## config.mk

```make
export PLATFORM = sky130hd
export DESIGN_NAME = id_exe_stage_reg
export DESIGN_NICKNAME = d
export VERILOG_FILES = /design/src/rtl/id_exe_stage_reg.sv
export SDC_FILE = /design/constraint.sdc
export NUM_CORES = 1
export LEC_CHECK = 0
export ABC_AREA = 1
export CAP_MARGIN = 30
export CORE_ASPECT_RATIO = 1.2
export CORE_MARGIN = 10
export CORE_UTILIZATION = 30
export CTS_CLUSTER_SIZE = 25
export DETAILED_ROUTE_END_ITERATION = 10
export GPL_TIMING_DRIVEN = 0
export SLEW_MARGIN = 10
export SYNTH_ARGS = -nofsm -noshare
export SYNTH_HDL_FRONTEND = slang
export SYNTH_SLANG_ARGS = --single-unit
```

## constraint.sdc

```tcl
create_clock -name clk -period 6.55 [get_ports clk]
set_input_delay 1.965 -clock clk [delete_from_list [all_inputs] [get_ports clk]]
set_output_delay 1.965 -clock clk [all_outputs]
set_load 0.1 [all_outputs]
```

## src/rtl/id_exe_stage_reg.sv

```systemverilog
// id_exe_stage_reg: ID/EXE pipeline register of the five-stage ARM core.
// Captures decoded control, operands and PC for one cycle, with freeze (hold),
// flush (bubble insertion) and a valid bit that gates control on bubbles.
//
// Optional feature macro: FORWARDING_EN adds src1/src2 register-index fields.
//
// Ports:
//   clk, rst                 clock, async active-high reset
//   freeze                   hold all outputs
//   flush                    replace the incoming instruction with a bubble
//   valid_in / valid_out     real-instruction marker
//   pc, execute_command, mem_read, mem_write, wb_enable, immediate,
//   branch_taken, status_write_enable, val_rn, val_rm, shift_operand,
//   signed_imm_24, dest, carry (and src1, src2 with FORWARDING_EN)
//                            *_in sampled on clk rise, *_out registered copy
module id_exe_stage_reg (
   input  logic        clk,
   input  logic        rst,
   input  logic        freeze,
   input  logic        flush,
   input  logic        valid_in,
   input  logic [31:0] pc_in,
   input  logic [3:0]  execute_command_in,
   input  logic        mem_read_in,
   input  logic        mem_write_in,
   input  logic        wb_enable_in,
   input  logic        immediate_in,
   input  logic        branch_taken_in,
   input  logic        status_write_enable_in,
   input  logic [31:0] val_rn_in,
   input  logic [31:0] val_rm_in,
   input  logic [11:0] shift_operand_in,
   input  logic [23:0] signed_imm_24_in,
   input  logic [3:0]  dest_in,
   input  logic        carry_in,
`ifdef FORWARDING_EN
   input  logic [3:0]  src1_in,
   input  logic [3:0]  src2_in,
   output logic [3:0]  src1_out,
   output logic [3:0]  src2_out,
`endif
   output logic [31:0] pc_out,
   output logic [3:0]  execute_command_out,
   output logic        mem_read_out,
   output logic        mem_write_out,
   output logic        wb_enable_out,
   output logic        immediate_out,
   output logic        branch_taken_out,
   output logic        status_write_enable_out,
   output logic [31:0] val_rn_out,
   output logic [31:0] val_rm_out,
   output logic [11:0] shift_operand_out,
   output logic [23:0] signed_imm_24_out,
   output logic [3:0]  dest_out,
   output logic        carry_out,
   output logic        valid_out
);

   localparam int unsigned DATA_W  = 32;
   localparam int unsigned REG_W   = 4;
   localparam int unsigned CMD_W   = 4;
   localparam int unsigned SHIFT_W = 12;
   localparam int unsigned IMM_W   = 24;

   // Side-effecting control fields; forced to zero on bubbles and flushes
   typedef struct packed {
      logic [CMD_W-1:0] execute_command;
      logic             mem_read;
      logic             mem_write;
      logic             wb_enable;
      logic             immediate;
      logic             branch_taken;
      logic             status_write_enable;
   } ctrl_t;

   // Datapath fields; loaded even for bubbles, cleared only by flush
   typedef struct packed {
      logic [DATA_W-1:0]  pc;
      logic [DATA_W-1:0]  val_rn;
      logic [DATA_W-1:0]  val_rm;
      logic [SHIFT_W-1:0] shift_operand;
      logic [IMM_W-1:0]   signed_imm_24;
      logic [REG_W-1:0]   dest;
      logic               carry;
`ifdef FORWARDING_EN
      logic [REG_W-1:0]   src1;
      logic [REG_W-1:0]   src2;
`endif
   } data_t;

   ctrl_t ctrl_in_c, ctrl_d, ctrl_q;
   data_t data_in_c, data_d, data_q;
   logic  valid_d, valid_q;

   // Gather the incoming fields
   assign ctrl_in_c = {execute_command_in, mem_read_in, mem_write_in, wb_enable_in,
                       immediate_in, branch_taken_in, status_write_enable_in};
`ifdef FORWARDING_EN
   assign data_in_c = {pc_in, val_rn_in, val_rm_in, shift_operand_in,
                       signed_imm_24_in, dest_in, carry_in, src1_in, src2_in};
`else
   assign data_in_c = {pc_in, val_rn_in, val_rm_in, shift_operand_in,
                       signed_imm_24_in, dest_in, carry_in};
`endif

   // Next state: flush beats freeze beats load
   always_comb begin
      ctrl_d  = ctrl_q;
      data_d  = data_q;
      valid_d = valid_q;
      if (flush) begin
         ctrl_d  = '0;
         data_d  = '0;
         valid_d = 1'b0;
      end else if (!freeze) begin
         valid_d = valid_in;
         data_d  = data_in_c;
         // A bubble must never carry side-effecting control downstream
         ctrl_d  = valid_in ? ctrl_in_c : '0;
      end
   end

   // State register
   always_ff @(posedge clk or posedge rst) begin
      if (rst) begin
         ctrl_q  <= '0;
         data_q  <= '0;
         valid_q <= 1'b0;
      end else begin
         ctrl_q  <= ctrl_d;
         data_q  <= data_d;
         valid_q <= valid_d;
      end
   end

   assign execute_command_out     = ctrl_q.execute_command;
   assign mem_read_out            = ctrl_q.mem_read;
   assign mem_write_out           = ctrl_q.mem_write;
   assign wb_enable_out           = ctrl_q.wb_enable;
   assign immediate_out           = ctrl_q.immediate;
   assign branch_taken_out        = ctrl_q.branch_taken;
   assign status_write_enable_out = ctrl_q.status_write_enable;
   assign pc_out                  = data_q.pc;
   assign val_rn_out              = data_q.val_rn;
   assign val_rm_out              = data_q.val_rm;
   assign shift_operand_out       = data_q.shift_operand;
   assign signed_imm_24_out       = data_q.signed_imm_24;
   assign dest_out                = data_q.dest;
   assign carry_out               = data_q.carry;
`ifdef FORWARDING_EN
   assign src1_out                = data_q.src1;
   assign src2_out                = data_q.src2;
`endif
   assign valid_out               = valid_q;

endmodule
```

; ---- Word-level counts from Yosys, hierarchy flattened
; Cells that the tools add are included.
; W data, S select, Z words.
[totals]
register_bits = 148
in_bits = 152
output_inout_bits = 148
wordCells = 23
[op_classes]
eq_ne = 1
mux = 7
[op_table]
columns = op, n
row1 = $mux W137, 2
row2 = $mux W10, 3
row3 = $mux W1, 2
row4 = $ne A2 B1 Y1 const B, 1

; ---- Longest topological paths before layout
; Gate-level depths: netlist of run 1.
[logic_depth]
depth_word = 3
ltp_mapped = 6
ltp_nobuf = 4

; ---- Worst setup path after synthesis of run 1
; Ideal clock, no wire load.
[synth_timing]
path_kind = flip-flop to output port
start = register ctrl_q (netlist bit branch_taken_out)
end = output port branch_taken_out
arrival_time_ns = 0.898
required_ns = 4.585
path_slack_ns = 3.687
stages_incl_launch_ff = 1
path_cell_list = dfrtp_1
[synth_rtl]
columns = element, line
row1 = "start, declared", 91  ; ctrl_t ctrl_in_c, ctrl_d, ctrl_q;
row2 = "start signal, assigned", 130  ; ctrl_q <= ctrl_d;
row3 = "end, declared", 48  ; output logic branch_taken_out,
; No word-level cell between the ends.

; ---- Worst setup path in the final report of run 1
[layout_timing]
start = register ctrl_q (netlist bit execute_command_out[1])
end = output port execute_command_out[1]
[layout_rtl]
columns = element, line
row1 = "end, declared", 43  ; output logic [3:0] execute_command_out,
; No word-level cell between the ends.

==> results of run 1 <==
[layer usage]
layer	up-vias	track usage	wire, um
li1	2547	-	-
met4	0	0.0568	339
met5	-	0	0
met2	189	0.268	9920
met3	24	0.0695	1840
met1	2298	0.179	7790
[where the power goes]
part | internal [uW] | leakage [uW] | switching (uW)
clock | 639 | 0.000295 | 391
sequential | 964 | 0.00197 | 25.9
combinational | 202 | 0.00259 | 497
total | 1810 | 0.00485 | 915
[cell usage in the layout, fill, tap and decap left out, drive strengths merged]
cell type / instances
buf: 38
nand3: 10
nand2: 434
nor2: 2
diode: 1
clkinv: 5
inv: 3
bufinv: 4
clkinvlp: 2
dfrtp: 148
clkdlybuf4s50: 299
clkbuf: 21
[kinds of logic after synthesis]
| group | share of synthesized area |
|---|---|
| DFF | 0.657 |
| and+or+nand+nor | 0.300 |
| buffers and inverters | 0.0424 |
[flip-flops by register name, summed over array words and instances, names as in the netlist]
signal / flops
wb_enable_out: 1
mem_write_out: 1
pc_out: 32
val_rm_out: 32
valid_out: 1
dest_out: 4
status_write_enable_out: 1
carry_out: 1
immediate_out: 1
execute_command_out: 4
signed_imm_24_out: 24
shift_operand_out: 12
mem_read_out: 1
branch_taken_out: 1
val_rn_out: 32
[per-stage QoR]
| step | TNS [ns] | cells |
|---|---|---|
| finish | 0 | 1219 |
| floorplan | 0 | 629 |
| detailed placement | 0 | 1185 |
| global placement | -281.33 | 1180 |
| global route | 0 | 1219 |
| CTS | 0 | 1217 |
[worst max path at each step]
stage,to,slack (ns),depth (start not counted)
2_1_floorplan,branch_taken_out$_DFFE_PP0P_,0.61,1
3_3_place_gp,val_rm_out[22]$_DFFE_PP0P_,-1.91,2
3_5_place_dp,pc_out[30]$_DFFE_PP0P_,2.96,6
4_1_cts,execute_command_out[0],2.59,1
5_1_grt,mem_read_out,2.56,1
6_report,execute_command_out[1],2.62,1
[cells in the mapped netlist]
library cell / instances
nor2_2: 2
buf_4: 3
inv_1: 2
buf_1: 2
buf_2: 17
nand3_1: 10
dfrtp_1: 148
clkbuf_1: 1
nand2_1: 434
buf_6: 10
[cell type report]
cell class / instances / area (um^2) / share of cell area
clock inverters: 12 / 180 / 0.0185
clock buffers: 20 / 437 / 0.0449
flip-flops and latches: 148 / 3700 / 0.380
multi-input cells: 446 / 1690 / 0.174
well taps: 252 / 315 / 0.0324
repair buffers: 305 / 3160 / 0.324
diodes: 1 / 2.50 / 0.000257
inverters: 2 / 15.0 / 0.00154
plain buffers: 33 / 231 / 0.0238
==> results.py, run 1 <==
metrics = {
    "place": {
        "port_buffers": 299,
        "gp_congestion": 0.751,
        "placement.cell_area_mm2": 0.00909,
        "place_ws_ns": 2.96,
        "dp_hpwl_um": 15100,
    },
    "setup_path": {
        "path_cells": "clkdlybuf4s50_1",
        "cp-start-kind": "register",
        "slowest_delay_ns": 1.17,
        "crit_start": "execute_command_out[1]$_DFFE_PP0P_",
        "r2r-end": "pc_out[12]$_DFFE_PP0P_",
        "crit_family": "buffers and inverters",
        "r2r_slack_ns": 5.90,
        "crit_path_top_delay_cell": "clkdlybuf4s50_1",
        "required_ns": 4.59,
        "cp_max_fo": 2,
        "worst-path-buf-inv": 1,
        "crit_type": "reg -> out",
        "reg2regPathDepth": 2,
        "cp.arrival_ns": 1.96,
        "r2r-start": "pc_out[12]$_DFFE_PP0P_",
        "critPathCaptureType": "output port",
    },
    "layout": {
        "final_cell_area_mm2": 0.00973,
        "drive_gt1_frac": 0.0704,
        "final_util": 0.532,
        "num-nets-final": 1105,
        "areaGrowthSynthToFinish_pct": 72.8,
        "fillers": 1688,
    },
    "logic_synthesis": {
        "synth.net_count": 781,
        "synth_area_leaders": "dfrtp_1, nand2_1, buf_6, buf_2, nand3_1",
        "synth_area_mm2": 0.00563,
        "synth_top_area_share": 0.657,
        "synth_cell_types": 10,
        "synth.avg_cell_area_um2": 8.96,
        "yosysTopAreaCell": "dfrtp_1",
        "yosysWarnings": 0,
        "synth-seq-cells": 148,
        "ys_seq_area_frac": 0.657,
        "syn_inst": 629,
    },
    "floorplan": {
        "dieArea_mm2": 0.0247,
        "ios": 300,
        "rows": 54,
        "fp.coreArea_mm2": 0.0183,
        "die_y_um": 170,
        "dieWidth_um": 145,
        "initial_core_util": 0.308,
    },
    "sta": {
        "hold_slack_ns": 0.466,
        "relSlewSlack": 0.303,
        "finalCritPeriodShare": 0.600,
        "period_needed_ns": 3.93,
        "worst_slack_ns": 2.62,
        "worst_slew_pin_slew_ns": 1.04,
        "drv_slew": 0,
        "hold_viol": 0,
        "setup_viol": 0,
        "max_freq_mhz": 255,
        "finClkSkew_ns": 0,
        "rsz0062_at_grt": "false",
    },
    "route": {
        "drcViolationCount": 0,
        "wl_per_cell_um": 16.3,
        "antenna_left": 0,
        "firstDrtPassIters": 5,
        "wirelength_um": 19900,
        "via_count": 5058,
        "vias_per_cell": 4.15,
        "drtIter0Drc": 227,
    },
    "cts": {
        "clockBufferDepth": 2,
        "root_buffer": "clkbuf_16",
        "cts_htree_levels": 4,
        "cts_resized": 0,
        "cts_tree": "built",
        "cts_made_buffers": 17,
        "postCtsHoldBufs": 0,
        "clkTransAtPathRegs_ns": 0.06,
        "insertion_delay_ns": 0.42,
        "cts_sinks": 148,
        "cts_setup_buffers": 0,
    },
    "outcome": {
        "status": "finished clean",
    },
    "power": {
        "vdd_drop_max_uv": 153,
        "p_leak_uw": 0.00485,
        "finalPower_uw": 2720,
        "powerDensity_mw_per_mm2": 279,
    },
    "global_routing": {
        "grt_overflow_total": 0,
        "grt_pass1_wl_um": 30900,
        "track_usage": 0.160,
        "grt_pass1_vias": 5173,
        "antenna_found_initial": 1,
        "grt_max_degree": 108,
    },
    "hold_path": {
        "min_to": "signed_imm_24_out[9]$_DFFE_PP0P_",
        "min_path_cells": 2,
        "hold_path.class": "reg -> reg",
        "worstHoldStart": "signed_imm_24_out[9]$_DFFE_PP0P_",
    },
    "flow_run": {
        "drv_cap": 0,
    },
}
Note: power is estimated with default switching activity, not from simulation.
==> run 2, diff against run 1 <==
--- a/config.mk
+++ b/config.mk
@@ -13,6 +13,7 @@
 export CTS_CLUSTER_SIZE = 25
 export DETAILED_ROUTE_END_ITERATION = 10
 export GPL_TIMING_DRIVEN = 0
+export PLACE_DENSITY = 0.67
 export SLEW_MARGIN = 10
 export SYNTH_ARGS = -nofsm -noshare
 export SYNTH_HDL_FRONTEND = slang
==> constraint.sdc (replaced) <==
create_clock -name clk -period 3.4 [get_ports clk]
set_input_delay 1.02 -clock clk [delete_from_list [all_inputs] [get_ports clk]]
set_output_delay 1.02 -clock clk [all_outputs]
set_load 0.1 [all_outputs]
==> run 2 against run 1 <==
  * Utilization grew 0.15 points
  * Via count increased by 1.3%
  * Design area up 0.28%
  * Sequential power up 93%
  * Critical endpoint is now execute_command_out[0]
  * Largest cell class unchanged
==> results.py, run 2 (same netlist as run 1, synthesis figures left out) <==
metrics = {
    "outcome": {
        "status": "finished clean",
    },
    "layout": {
        "final_cell_area_mm2": 0.00976,
        "final_util": 0.533,
        "fillers": 1710,
        "num-nets-final": 1107,
        "areaGrowthSynthToFinish_pct": 73.3,
        "drive_gt1_frac": 0.0733,
        "multi_input_area_mm2": 0.00169,
        "final_cell_mix": "nand2_1, clkdlybuf4s50_1, dfrtp_1, buf_2, clkbuf_16",
        "final_common_cell": "nand2_1",
        "register_area_mm2": 0.00370,
    },
    "floorplan": {
        "dieWidth_um": 145,
        "ios": 300,
        "rows": 54,
        "initial_core_util": 0.308,
        "dieArea_mm2": 0.0247,
        "fp.coreArea_mm2": 0.0183,
        "die_y_um": 170,
    },
    "global_routing": {
        "grt_overflow_total": 0,
        "antenna_found_initial": 1,
        "track_usage": 0.160,
        "grt_pass1_wl_um": 31000,
        "grt_max_degree": 37,
        "grt_pass1_vias": 5268,
    },
    "route": {
        "vias_per_cell": 4.20,
        "drcViolationCount": 0,
        "antenna_left": 0,
        "via_count": 5126,
        "firstDrtPassIters": 4,
        "drtIter0Drc": 203,
        "wl_per_cell_um": 16.3,
        "wirelength_um": 19900,
    },
    "sta": {
        "relSlewSlack": 0.308,
        "max_freq_mhz": 336,
        "hold_slack_ns": 0.467,
        "setup_viol": 0,
        "rsz0062_at_grt": "false",
        "worst_slew_pin_slew_ns": 1.03,
        "drv_slew": 0,
        "hold_viol": 0,
        "period_needed_ns": 2.98,
        "finClkSkew_ns": 0,
        "finalCritPeriodShare": 0.876,
    },
    "power": {
        "powerDensity_mw_per_mm2": 539,
        "p_leak_uw": 0.00487,
        "vdd_drop_max_uv": 306,
    },
    "place": {
        "port_buffers": 299,
        "gp_congestion": 0.768,
        "dp_hpwl_um": 15600,
        "placement.cell_area_mm2": 0.00914,
    },
    "hold_path": {
        "worstHoldStart": "pc_out[3]$_DFFE_PP0P_",
        "hold_path.class": "reg -> reg",
        "min_path_cells": 2,
        "min_to": "pc_out[3]$_DFFE_PP0P_",
    },
    "setup_path": {
        "slowest_delay_ns": 1.17,
        "cp-start-kind": "register",
        "path_cells": "clkdlybuf4s50_1",
        "r2r-end": "signed_imm_24_out[10]$_DFFE_PP0P_",
        "critPathCaptureType": "output port",
        "r2r-start": "signed_imm_24_out[10]$_DFFE_PP0P_",
        "cp.arrival_ns": 1.96,
        "reg2regPathDepth": 2,
        "cp_max_fo": 2,
        "worst-path-buf-inv": 1,
        "required_ns": 2.38,
        "crit_family": "buffers and inverters",
        "crit_path_top_delay_cell": "clkdlybuf4s50_1",
        "r2r_slack_ns": 2.76,
        "crit_type": "reg -> out",
    },
    "cts": {
        "cts_setup_buffers": 0,
        "clkTransAtPathRegs_ns": 0.06,
        "clockBufferDepth": 2,
        "postCtsHoldBufs": 0,
        "root_buffer": "clkbuf_16",
        "cts_htree_levels": 4,
        "cts_resized": 0,
        "cts_sinks": 148,
        "insertion_delay_ns": 0.41,
        "cts_tree": "built",
        "cts_made_buffers": 17,
    },
    "flow_run": {
        "drv_cap": 0,
    },
}
-- run 2: cell count changes in the layout (fill, tap and decap cells not counted), moves of 2 or more --
cell and delta:
buf_12 +4, inv_6 +2, buf_16 -2, clkinv_4 -3
-- run 2: worst max-delay path by stage --
stage / start / endpoint / slack (ns) / depth (start not counted)
after floorplan: rst / branch_taken_out$_DFFE_PP0P_ / 0.52 / 1
after global placement: rst / val_rn_out[2]$_DFFE_PP0P_ / -0.96 / 2
after detailed placement: flush / signed_imm_24_out[22]$_DFFE_PP0P_ / 0.76 / 6
after CTS: execute_command_out[0]$_DFFE_PP0P_ / execute_command_out[0] / 0.39 / 1
after global routing: execute_command_out[0]$_DFFE_PP0P_ / execute_command_out[0] / 0.37 / 1
final: execute_command_out[0]$_DFFE_PP0P_ / execute_command_out[0] / 0.42 / 1
-- run 2: report_power, final --
group | internal [uW] | switching, uW
clock | 1250 | 746
combinational | 391 | 959
sequential | 1860 | 50.5
total | 3500 | 1760
-- run 2: per-stage QoR --
stage / std cells / TNS, ns / total power, uW / setup slack, ns
after floorplan: 629 / 0 / 2810 / 0.519
after global placement: 1180 / -141.35 / 3270 / -0.964
after detailed placement: 1188 / 0 / 3300 / 0.756
after CTS: 1220 / 0 / 5330 / 0.388
after global routing: 1220 / 0 / 5460 / 0.368
final: 1221 / 0 / 5260 / 0.422
-- run 2: cell type report --
cell class | instances | area share
sequential | 148 | 0.379
timing repair buffer | 307 | 0.326
multi-input combinational | 446 | 0.173
clock buffer | 20 | 0.0458
tap | 252 | 0.0323
buffer | 33 | 0.0237
clock inverter | 12 | 0.0181
inverter | 2 | 0.00115
antenna | 1 | 0.000256
-- run 2: metal layers --
layer / vias to the layer above / wire [um] / GRT usage
met1: 2346 / 8040 / 0.181
li1: 2547 / - / -
met3: 23 / 2020 / 0.0796
met2: 210 / 9470 / 0.261
met4: 0 / 373 / 0.0484
met5: - / 0 / 0
==> run 3, diff against run 2 <==
--- a/config.mk
+++ b/config.mk
@@ -10,6 +10,7 @@
 export CORE_ASPECT_RATIO = 1.2
 export CORE_MARGIN = 10
 export CORE_UTILIZATION = 30
+export CTS_BUF_LIST = sky130_fd_sc_hd__clkbuf_8
 export CTS_CLUSTER_SIZE = 25
 export DETAILED_ROUTE_END_ITERATION = 10
 export GPL_TIMING_DRIVEN = 0
==> run 3 against run 2 <==
  * Fmax decreased by 1.4%
  * Count of clock-buffer cells in the layout decreased by 2
  * Clock power decreased by 25%
  * Die area unchanged
  * Final cell count unchanged
  * Critical path depth unchanged
  * Register-to-register slack about the same
  * First-iteration DRC count decreased by 11%
==> results.py, run 3 (same netlist as run 1, synthesis figures left out) <==
metrics = {
    "route": {
        "via_count": 5130,
        "vias_per_cell": 4.20,
        "drtIter0Drc": 180,
        "firstDrtPassIters": 4,
        "antenna_left": 0,
        "drcViolationCount": 0,
        "wirelength_um": 19900,
        "top_layer": "met4",
        "routed-wl-met3_um": 2030,
        "wl_met1_um": 7910,
        "wl_met2_um": 9490,
        "wl_per_cell_um": 16.3,
    },
    "setup_path": {
        "r2r_slack_ns": 2.76,
        "critPathCaptureType": "output port",
        "path_depth": 1,
        "crit_type": "reg -> out",
        "worst-path-buf-inv": 1,
        "r2r-start": "signed_imm_24_out[10]$_DFFE_PP0P_",
        "cp-start-kind": "register",
        "required_ns": 2.38,
        "r2r-end": "signed_imm_24_out[10]$_DFFE_PP0P_",
        "reg2regPathDepth": 2,
        "path_cells": "clkdlybuf4s50_1",
        "crit_family": "buffers and inverters",
        "cp_max_fo": 2,
        "slowest_delay_ns": 1.17,
        "crit_path_top_delay_cell": "clkdlybuf4s50_1",
        "cp.arrival_ns": 2.00,
    },
    "place": {
        "placement.cell_area_mm2": 0.00914,
        "port_buffers": 299,
        "dp_hpwl_um": 15600,
        "gp_congestion": 0.768,
        "dpl.cell_count": 1188,
    },
    "layout": {
        "num-nets-final": 1107,
        "fillers": 1730,
        "final_util": 0.523,
        "register_area_mm2": 0.00370,
        "multi_input_area_mm2": 0.00169,
        "final_cell_mix": "nand2_1, clkdlybuf4s50_1, dfrtp_1, clkbuf_8, buf_2",
        "drive_gt1_frac": 0.0733,
        "final_common_cell": "nand2_1",
        "fin_cells": 1221,
        "final_cell_area_mm2": 0.00957,
        "areaGrowthSynthToFinish_pct": 69.9,
    },
    "sta": {
        "worst_slew_pin_slew_ns": 1.03,
        "hold_slack_ns": 0.471,
        "drv_slew": 0,
        "max_freq_mhz": 331,
        "period_needed_ns": 3.02,
        "setup_viol": 0,
        "hold_viol": 0,
        "finClkSkew_ns": 0,
        "rsz0062_at_grt": "false",
        "relSlewSlack": 0.308,
        "finalCritPeriodShare": 0.888,
    },
    "global_routing": {
        "grt_pass1_wl_um": 31000,
        "track_usage": 0.160,
        "grt_overflow_total": 0,
        "grt_pass1_vias": 5241,
        "grt_max_degree": 37,
        "antenna_found_initial": 1,
    },
    "floorplan": {
        "initial_core_util": 0.308,
        "rows": 54,
        "ios": 300,
        "die_y_um": 170,
        "fp.coreArea_mm2": 0.0183,
        "dieWidth_um": 145,
        "dieArea_mm2": 0.0247,
    },
    "flow_run": {
        "drv_cap": 0,
    },
    "hold_path": {
        "hold_path.class": "reg -> reg",
        "min_path_cells": 2,
        "min_to": "val_rm_out[11]$_DFFE_PP0P_",
        "worstHoldStart": "val_rm_out[11]$_DFFE_PP0P_",
    },
    "power": {
        "powerDensity_mw_per_mm2": 498,
        "vdd_drop_max_uv": 293,
        "p_leak_uw": 0.00479,
        "finalPower_uw": 4770,
    },
    "cts": {
        "cts_sinks": 148,
        "cts_tree": "built",
        "cts_made_buffers": 17,
        "postCtsHoldBufs": 0,
        "clockBufferDepth": 2,
        "cts_htree_levels": 4,
        "insertion_delay_ns": 0.45,
        "root_buffer": "clkbuf_8",
        "clkTransAtPathRegs_ns": 0.08,
        "cts_setup_buffers": 0,
        "cts_resized": 0,
    },
    "outcome": {
        "status": "finished clean",
    },
}
[run 3: cell count changes in the layout (fill, tap and decap cells not counted), sizes merged]
cell	before	now
clkbuf	21	19
inv	4	6
[run 3: routing by layer]
metal,GRT usage,up-vias
met5,0,-
met2,0.261,215
met4,0.0590,0
li1,-,2542
met1,0.180,2351
met3,0.0764,22
[run 3: worst max path at each step]
stage                                       startpoint                                 to
global placement                                   rst          val_rn_out[2]$_DFFE_PP0P_
detailed placement                               flush  signed_imm_24_out[22]$_DFFE_PP0P_
floorplan                                          rst       branch_taken_out$_DFFE_PP0P_
global route        execute_command_out[0]$_DFFE_PP0P_             execute_command_out[0]
finish              execute_command_out[0]$_DFFE_PP0P_             execute_command_out[0]
CTS                 execute_command_out[0]$_DFFE_PP0P_             execute_command_out[0]
[run 3: cell type report]
type	instances	share of cell area
Inverter	2	0.00118
Clock buffer	18	0.0259
Clock inverter	14	0.0192
Timing Repair Buffer	307	0.333
Buffer	33	0.0242
Sequential cell	148	0.387
Tap cell	252	0.0329
Multi-Input combinational cell	446	0.177
Antenna cell	1	0.000261
[run 3: per-stage QoR]
stage	worst slack [ns]	TNS, ns
after floorplan	0.519	0
after global placement	-0.964	-141.35
after detailed placement	0.756	0
after CTS	0.332	0
after global routing	0.313	0
final	0.381	0
[run 3: report_power, final]
part	switching (uW)	leakage, uW	internal (uW)
combinational	959	0.00259	391
clock	694	0.000222	817
sequential	50.5	0.00197	1850
total	1700	0.00479	3060
